## config.mk

```make
export PLATFORM = sky130hd
export DESIGN_NAME = spi_accel_target
export DESIGN_NICKNAME = d
export VERILOG_FILES = /design/src/rtl/compass_spi_pkg.sv /design/src/rtl/spi_edge_sync.sv /design/src/rtl/spi_accel_target.sv
export SDC_FILE = /design/constraint.sdc
export NUM_CORES = 1
export LEC_CHECK = 0
export CAP_MARGIN = 5
export CORE_MARGIN = 8
export CORE_UTILIZATION = 56
export CTS_CLUSTER_DIAMETER = 50
export CTS_CLUSTER_SIZE = 28
export DETAILED_ROUTE_END_ITERATION = 10
export HOLD_SLACK_MARGIN = 0.03
export PLACE_DENSITY = 0.81
export SLEW_MARGIN = 30
export SYNTH_ARGS = -nofsm -noshare
export SYNTH_HDL_FRONTEND = slang
export SYNTH_HIERARCHICAL = 1
export SYNTH_SLANG_ARGS = --single-unit
```

## constraint.sdc

```tcl
create_clock -name iclk -period 3.7 [get_ports iclk]
set_input_delay 0.37 -clock iclk [delete_from_list [all_inputs] [get_ports iclk]]
set_output_delay 0.37 -clock iclk [all_outputs]
set_load 0.05 [all_outputs]
```

## src/rtl/compass_spi_pkg.sv

```systemverilog
// Shared definitions for the compass accelerometer SPI target model.
// Holds the command opcodes, the register map, reset values, the FSM state
// encoding and a register-read helper used by spi_accel_target.
package compass_spi_pkg;

  // Command opcodes (first byte of every transaction)
  localparam logic [7:0] CMD_READ  = 8'h0B;
  localparam logic [7:0] CMD_WRITE = 8'h0A;

  // Register map
  localparam logic [7:0] ADDR_DEVID      = 8'h00;
  localparam logic [7:0] ADDR_XL         = 8'h0E;
  localparam logic [7:0] ADDR_XH         = 8'h0F;
  localparam logic [7:0] ADDR_YL         = 8'h10;
  localparam logic [7:0] ADDR_YH         = 8'h11;
  localparam logic [7:0] ADDR_ZL         = 8'h12;
  localparam logic [7:0] ADDR_ZH         = 8'h13;
  localparam logic [7:0] ADDR_FILTER_CTL = 8'h2C;
  localparam logic [7:0] ADDR_POWER_CTL  = 8'h2D;

  // Reset values of the writable registers
  localparam logic [7:0] POWER_CTL_RST  = 8'h00;
  localparam logic [7:0] FILTER_CTL_RST = 8'h13;

  typedef enum logic [2:0] {
    ST_IDLE,
    ST_CMD,
    ST_ADDR,
    ST_DATA,
    ST_IGNORE
  } state_t;

  // Read view of the register file. Unmapped addresses read as zero.
  function automatic logic [7:0] reg_value(
    input logic [7:0]  a,
    input logic [7:0]  devid,
    input logic [15:0] x,
    input logic [15:0] y,
    input logic [15:0] z,
    input logic [7:0]  filt,
    input logic [7:0]  pwr
  );
    case (a)
      ADDR_DEVID:      return devid;
      ADDR_XL:         return x[7:0];
      ADDR_XH:         return x[15:8];
      ADDR_YL:         return y[7:0];
      ADDR_YH:         return y[15:8];
      ADDR_ZL:         return z[7:0];
      ADDR_ZH:         return z[15:8];
      ADDR_FILTER_CTL: return filt;
      ADDR_POWER_CTL:  return pwr;
      default:         return 8'h00;
    endcase
  endfunction

endpackage

```

## src/rtl/spi_edge_sync.sv

```systemverilog
// Multi-flop synchronizer with rise/fall detection on the synchronized copy.
// Ports:
//   iclk   in  system clock
//   reset  in  asynchronous active-high reset
//   d      in  asynchronous input
//   level  out synchronized level (STAGES iclk behind d)
//   rise   out one-cycle pulse when level goes 0->1
//   fall   out one-cycle pulse when level goes 1->0
// All flops reset to 0. For chip select this means a cs held low through
// reset is never mistaken for a new falling edge: the line must first be
// seen high before a fall can be reported.
module spi_edge_sync #(
  parameter int STAGES = 2
) (
  input  logic iclk,
  input  logic reset,
  input  logic d,
  output logic level,
  output logic rise,
  output logic fall
);

  logic [STAGES-1:0] chain;
  logic              prev;

  // NOTE: sequential state uses non-blocking assignments so every flop
  // samples the pre-edge value of its neighbour, forming a true shift chain.
  always_ff @(posedge iclk or posedge reset) begin
    if (reset) begin
      chain <= '0;
      prev  <= 1'b0;
    end else begin
      chain <= {chain[STAGES-2:0], d};
      prev  <= chain[STAGES-1];
    end
  end

  assign level = chain[STAGES-1];
  assign rise  = level & ~prev;
  assign fall  = ~level & prev;

endmodule

```

## src/rtl/spi_accel_target.sv

```systemverilog
// SPI target (mode 0, MSB first) modelling the compass 3-axis accelerometer.
// Protocol: command byte (0x0B read / 0x0A write), address byte, then burst
// data with address auto-increment. Axis data is snapshotted at cs fall.
// Ports:
//   iclk, reset           system clock, asynchronous active-high reset
//   cs, sclk, mosi        SPI pins from the master (asynchronous to iclk)
//   miso                  SPI data to the master, 0 while cs is high
//   x_data/y_data/z_data  16-bit axis samples
//   power_ctl, filter_ctl writable control registers (0x2D, 0x2C)
//   busy                  high while a transaction is in progress
//   txn_done              one-iclk pulse at cs rise after a complete command byte
module spi_accel_target
  import compass_spi_pkg::*;
#(
  parameter int         SYNC_STAGES = 2,
  parameter logic [7:0] DEVID_VAL   = 8'hAD,
  parameter int         ADDR_W      = 6
) (
  input  logic        iclk,
  input  logic        reset,
  input  logic        cs,
  input  logic        sclk,
  input  logic        mosi,
  output logic        miso,
  input  logic [15:0] x_data,
  input  logic [15:0] y_data,
  input  logic [15:0] z_data,
  output logic [7:0]  power_ctl,
  output logic [7:0]  filter_ctl,
  output logic        busy,
  output logic        txn_done
);

  localparam logic [ADDR_W-1:0] ADDR_ONE = 1;

  // Synchronized pins and edges
  logic cs_rise, cs_fall, cs_level_unused;
  logic sclk_rise, sclk_fall, sclk_level_unused;
  logic mosi_q, mosi_rise_unused, mosi_fall_unused;

  spi_edge_sync #(.STAGES(SYNC_STAGES)) u_cs_sync (
    .iclk(iclk), .reset(reset), .d(cs),
    .level(cs_level_unused), .rise(cs_rise), .fall(cs_fall)
  );

  spi_edge_sync #(.STAGES(SYNC_STAGES)) u_sclk_sync (
    .iclk(iclk), .reset(reset), .d(sclk),
    .level(sclk_level_unused), .rise(sclk_rise), .fall(sclk_fall)
  );

  spi_edge_sync #(.STAGES(SYNC_STAGES)) u_mosi_sync (
    .iclk(iclk), .reset(reset), .d(mosi),
    .level(mosi_q), .rise(mosi_rise_unused), .fall(mosi_fall_unused)
  );

  // State and its next-state values
  state_t            state, state_d;
  logic [2:0]        bit_cnt, bit_cnt_d;
  logic [7:0]        rx, rx_d;
  logic [7:0]        tx, tx_d;
  logic [ADDR_W-1:0] addr, addr_d;
  logic              is_read, is_read_d;
  logic              cmd_done, cmd_done_d;
  logic              miso_r, miso_d;
  logic              txn_done_d;
  logic [15:0]       snap_x, snap_y, snap_z;
  logic [15:0]       snap_x_d, snap_y_d, snap_z_d;
  logic [7:0]        power_d, filter_d;

  // Helpers evaluated in the next-state logic
  logic [7:0]        rx_byte;
  logic [ADDR_W-1:0] addr_inc;
  logic [ADDR_W-1:0] addr_rx;

  assign rx_byte  = {rx[6:0], mosi_q};
  assign addr_inc = addr + ADDR_ONE;
  assign addr_rx  = rx_byte[ADDR_W-1:0];

  always_ff @(posedge iclk or posedge reset) begin
    if (reset) begin
      state      <= ST_IDLE;
      bit_cnt    <= '0;
      rx         <= '0;
      tx         <= '0;
      addr       <= '0;
      is_read    <= 1'b0;
      cmd_done   <= 1'b0;
      miso_r     <= 1'b0;
      txn_done   <= 1'b0;
      snap_x     <= '0;
      snap_y     <= '0;
      snap_z     <= '0;
      power_ctl  <= POWER_CTL_RST;
      filter_ctl <= FILTER_CTL_RST;
    end else begin
      state      <= state_d;
      bit_cnt    <= bit_cnt_d;
      rx         <= rx_d;
      tx         <= tx_d;
      addr       <= addr_d;
      is_read    <= is_read_d;
      cmd_done   <= cmd_done_d;
      miso_r     <= miso_d;
      txn_done   <= txn_done_d;
      snap_x     <= snap_x_d;
      snap_y     <= snap_y_d;
      snap_z     <= snap_z_d;
      power_ctl  <= power_d;
      filter_ctl <= filter_d;
    end
  end

  always_comb begin
    // NOTE: every target gets a hold default first so no path through the
    // case statement can leave a value unassigned and infer a latch.
    state_d    = state;
    bit_cnt_d  = bit_cnt;
    rx_d       = rx;
    tx_d       = tx;
    addr_d     = addr;
    is_read_d  = is_read;
    cmd_done_d = cmd_done;
    miso_d     = miso_r;
    txn_done_d = 1'b0;
    snap_x_d   = snap_x;
    snap_y_d   = snap_y;
    snap_z_d   = snap_z;
    power_d    = power_ctl;
    filter_d   = filter_ctl;

    if (cs_rise) begin
      // End of transaction from any state; a partial byte is simply dropped.
      state_d    = ST_IDLE;
      bit_cnt_d  = '0;
      miso_d     = 1'b0;
      txn_done_d = cmd_done;
      cmd_done_d = 1'b0;
    end else begin
      unique case (state)
        ST_IDLE: begin
          if (cs_fall) begin
            state_d   = ST_CMD;
            bit_cnt_d = '0;
            miso_d    = 1'b0;
            snap_x_d  = x_data;
            snap_y_d  = y_data;
            snap_z_d  = z_data;
            // An sclk rise coincident with cs fall is bit 0 of the command.
            if (sclk_rise) begin
              rx_d      = rx_byte;
              bit_cnt_d = 3'd1;
            end
          end
        end

        ST_CMD: begin
          if (sclk_rise) begin
            rx_d      = rx_byte;
            bit_cnt_d = bit_cnt + 3'd1;
            if (bit_cnt == 3'd7) begin
              cmd_done_d = 1'b1;
              if (rx_byte == CMD_READ) begin
                is_read_d = 1'b1;
                state_d   = ST_ADDR;
              end else if (rx_byte == CMD_WRITE) begin
                is_read_d = 1'b0;
                state_d   = ST_ADDR;
              end else begin
                state_d = ST_IGNORE;
              end
            end
          end
        end

        ST_ADDR: begin
          if (sclk_rise) begin
            rx_d      = rx_byte;
            bit_cnt_d = bit_cnt + 3'd1;
            if (bit_cnt == 3'd7) begin
              addr_d  = addr_rx;
              state_d = ST_DATA;
              // Preloaded for reads; unused (and harmless) for writes.
              tx_d    = reg_value(8'(addr_rx), DEVID_VAL, snap_x, snap_y,
                                  snap_z, filter_ctl, power_ctl);
            end
          end
        end

        ST_DATA: begin
          if (sclk_fall && is_read) begin
            miso_d = tx[7];
            tx_d   = {tx[6:0], 1'b0};
          end
          if (sclk_rise) begin
            rx_d      = rx_byte;
            bit_cnt_d = bit_cnt + 3'd1;
            if (bit_cnt == 3'd7) begin
              if (!is_read) begin
                if (8'(addr) == ADDR_FILTER_CTL) filter_d = rx_byte;
                if (8'(addr) == ADDR_POWER_CTL)  power_d  = rx_byte;
              end
              addr_d = addr_inc;
              tx_d   = reg_value(8'(addr_inc), DEVID_VAL, snap_x, snap_y,
                                 snap_z, filter_ctl, power_ctl);
            end
          end
        end

        ST_IGNORE: begin
          miso_d = 1'b0;
        end

        default: begin
          state_d = ST_IDLE;
        end
      endcase
    end
  end

  // Gate with the raw pin so miso is low the moment cs deasserts, without
  // waiting for the synchronized cs_rise to clear miso_r.
  assign miso = miso_r & ~cs;
  assign busy = (state != ST_IDLE);

endmodule

```

# After elaboration in Yosys (flattened, before gate mapping)
# Index checks and enable logic that the tools add are counted.
[totals]
regBits = 104
latch_bits = 0
ram_bits = 0
mem_bits_ro = 0
memories = 0
[classes]
add_sub_neg = 2
n_mul = 0
n_div = 0
n_lt_le_gt_ge = 0
eq_ne = 38
shifts = 0
n_mux = 41
n_bitwise = 12
reduce_logical = 26
[op_table]
columns = ["cell", "count"]
rows = [
  ["$pmux 8 s9", 2],
  ["$mux 8", 7],
  ["$eq 6x5->1 const B", 8],
  ["$eq 6x6->1 const B", 6],
  ["$mux 3", 11],
  ["$pmux 8 s2", 2],
  ["$eq 6x4->1 const B", 4],
  ["$mux 6", 4],
  ["$reduce_and 6->1", 4],
  ["$ne 3x3->1 const B", 6],
  ["$eq 8x4->1 const B", 2],
  ["$reduce_and 3->1", 5],
  ["$logic_not 6->1", 2],
  ["$pmux 3 s4", 1],
  ["$pmux 6 s2", 1],
  ["$reduce_bool 2->1", 6],
  ["$mux 1", 11],
  ["$ne 2x2->1 const B", 5],
  ["$not 1->1", 7],
  ["$add 6x1->6 const B", 1],
  ["$eq 3x2->1 const B", 2],
  ["$eq 3x3->1 const B", 2],
  ["$pmux 3 s2", 1],
  ["$reduce_bool 3->1", 2],
  ["13 further kinds", 17],
]

# Logic depth before layout (Yosys ltp)
[logic_depth]
ltp_word = 7
mapped_depth = 10

# Cells and area by module
# The synthesis kept the hierarchy.
[by_module_without_submodules]
columns = ["module", "n_inst", "cells_per_inst", "area_each_um2", "seq_area_each_um2"]
rows = [
  ["spi_accel_target", 1, 499, 5253.8, 2381.0],
  ["spi_edge_sync", 3, 6, 93.8, 75.1],
]

# Least setup slack after synthesis
# No wires, ideal clock.
[synth_timing]
path_kind = "flip-flop to flip-flop"
start = "register addr[0]"
end = "register tx[0]"
setup_time_ns = 0.066
arrival_ns = 2.230
t_required_ns = 3.634
path_slack_ns = 1.404
path_stages_with_launch = 10
path_buffers = 1
cell_sequence = "dfrtp_1 > ha_1 > nand3_1 > xnor2_1 > buf_2 > nor4_1 > o21ai_1 > a31oi_2 > a21boi_1 > o32a_1"
[synth_via]
elab_chain_cells = 6
[synth_lines]
columns = ["element", "line", "text"]
rows = [
  ["start: declaration", "spi_accel_target.sv:61", "logic [ADDR_W-1:0] addr, addr_d;"],
  ["start signal: assignment", "spi_accel_target.sv:100", "addr <= addr_d;"],
  ["$add 6x1->6 *", "spi_accel_target.sv:76", "assign addr_inc = addr + ADDR_ONE;"],
  ["$eq 6x6->1 (tied with other cells)", "compass_spi_pkg.sv:43", "case (a)"],
  ["$pmux 8 s9 *", "compass_spi_pkg.sv:43", ""],
  ["$mux 8 *", "spi_accel_target.sv:197", "if (bit_cnt == 3'd7) begin"],
  ["$mux 8 *", "spi_accel_target.sv:194", "if (sclk_rise) begin"],
  ["$pmux 8 s2 *", "spi_accel_target.sv:139", "unique case (state)"],
  ["end signal: assignment", "spi_accel_target.sv:99", "tx <= tx_d;"],
  ["end: declaration", "spi_accel_target.sv:60", "logic [7:0] tx, tx_d;"],
]
# Every way passes the cells marked *; elsewhere a longest branch is shown, timed or not.
# A chain may end at the register's enable or synchronous reset.

# Final worst setup path
[layout_timing]
start = "register addr[0]"
end = "register tx[3]"
# The elaborated chain is that of the path after synthesis.

==> flow_metrics.tcl <==
set metrics [dict create \
    fin_tns_setup_ns 0 \
    synth_area_sq_um 5500 \
    worst_pin_slew_ns 0.867 \
    drc 0 \
    nNetsFinal 633 \
    syn-num-nets 574 \
    worstSetupEndpointType "register" \
    grt_use_total 0.247 \
    ctsResizeCount 0 \
    place_congestion 0.992 \
    clk_latency_ns 0.38 \
    critical_path_arrival_ns 3.21 \
    dpl-instance-area_sq_um 6310 \
    ir_drop_v 0.000362 \
    post-cts-setup-buffers 0 \
    finalHoldViolations 0 \
    drive_above_1_share 0.191 \
    io_buffers 71 \
    hold_path.class "primary input to async pin" \
    maxSlewViolCount 0 \
    worstSetupStartpointType "register" \
    htree_levels 3 \
    power_density_nw_per_um2 548 \
    grt_pass1_wl_mm 25.3 \
    rsz0062_at_grt "no" \
    antenna_found_initial 0 \
    clockRootBuffer "clkbuf_8" \
    finalWirelength_mm 15.7 \
    reg2reg_slack_ns 0.75 \
    skew_ns 0.00788 \
    ant_nets 0 \
    yosysWarnings 6 \
    max-cap-violations 0 \
    cts.clk_slew.worst_paths_ns 0.09 \
    layout_common_cells "100 x dfrtp_1, 71 x clkdlybuf4s50_1, 70 x mux2_2" \
    worstPathMaxFanout 12 \
    core_sq_um 9640 \
    setup_violations 0 \
    cts_num_sinks 103 \
    fin_area_sq_um 6530 \
    hold_buffers 0 \
    syn_avg_cell_area_sq_um 10.7 \
    power.leakage_nw 2.66 \
    wl_per_cell_um 22.1 \
    start_util 0.570 \
    dpl.hpwl_mm 11.4 \
    synthCells 514 \
    cts-buffers-inserted 9 \
    fillerInstances 767 \
    timing.slew.headroom 0.418 \
    cp.required_ns 3.96 \
    worst_r2r_path_depth 8 \
    grt_max_degree 64 \
    via_per_inst 6.55 \
    rr_endpoint "tx[3]" \
    layout_commonest_cell "dfrtp_1" \
    area_growth_pct 18.9 \
    fp.dieW_um 115 \
    vias 4654 \
    max_freq_ghz 0.339 \
    ios 72 \
    fp-row-count 36 \
    antenna_cells 0 \
    cp-endpoint "tx[3]" \
    initialDrtViolationCount 666 \
    cts_tree "yes" \
    dr.pass1.iters 9 \
    cp-startpoint "addr[0]" \
    dieHeight_um 115 \
    dieArea_sq_um 13200 \
    overflow 0 \
    grt_pass1_vias 4713 \
    period_share 0.797 \
    r2r-start "addr[0]" \
    clk_path_buf_depth 2 \
    outcome "finished clean" \
    fin_crit_ns 2.95 \
    worstSetupPathType "register to register" \
]
through the flow:
step	setup slack, ns	hold WS (ns)	instances	total power (W)	util
5_1_grt	0.491	0.316	710	0.00374	0.678
2_1_floorplan	0.858	0.111	514	0.00243	-
6_report	0.751	0.282	710	0.00358	0.678
3_3_place_gp	0.987	0.339	695	0.00274	0.654
3_5_place_dp	0.830	0.339	695	0.00279	0.655
4_1_cts	0.800	0.281	710	0.00355	0.677
power breakdown:
group / switching (W) / internal, W / total, W
logic: 0.000404 / 0.000503 / 0.000907
registers: 0.000441 / 0.00146 / 0.00190
clock network: 0.000372 / 0.000394 / 0.000766
worst max-delay path: stages, from the launching register on:
cell and delay (ns):
dfrtp_1 0.52, ha_1 0.33, nand3_1 0.17, xnor2_1 0.72, nor3b_1 0.13, o21ai_0 0.27, a31oi_2 0.22, a21boi_1 0.18
o32a_1 0.28
worst min-delay path by stage:
stage / end / slack [ns] / cells past startpoint
2_1_floorplan: u_mosi_sync/chain[0] / 0.11 / 1
3_3_place_gp: u_cs_sync/chain[1] / 0.34 / 0
3_5_place_dp: u_sclk_sync/chain[1] / 0.34 / 0
4_1_cts: u_mosi_sync/chain[0] / 0.28 / 2
5_1_grt: u_mosi_sync/chain[0] / 0.32 / 2
6_report: u_mosi_sync/chain[0] / 0.28 / 2
area by class of cell:
class | instances | area (sq um) | area share
timing repair buffer | 79 | 771 | 0.118
multi-input combinational | 368 | 2750 | 0.421
inverter | 12 | 50.0 | 0.00766
clock buffer | 11 | 141 | 0.0216
tap | 133 | 166 | 0.0255
clock inverter | 4 | 70.1 | 0.0107
sequential | 103 | 2580 | 0.395
registers in the layout, summed over array words and instances (netlist names), 3 cells and up:
signal and count:
snap_y 16, rx 7, snap_x 16, power_ctl 8, tx 8, addr 6
filter_ctl 8, state 3, snap_z 16, bit_cnt 3
routing by layer:
metal	global-route usage	up-vias	wire, um
li1	-	2084	-
met1	0.314	2283	6380
met2	0.410	248	7770
met3	0.0446	39	1180
met4	0.0928	0	341
met5	0	-	0
No activity file was read; power rests on OpenSTA's default activity.
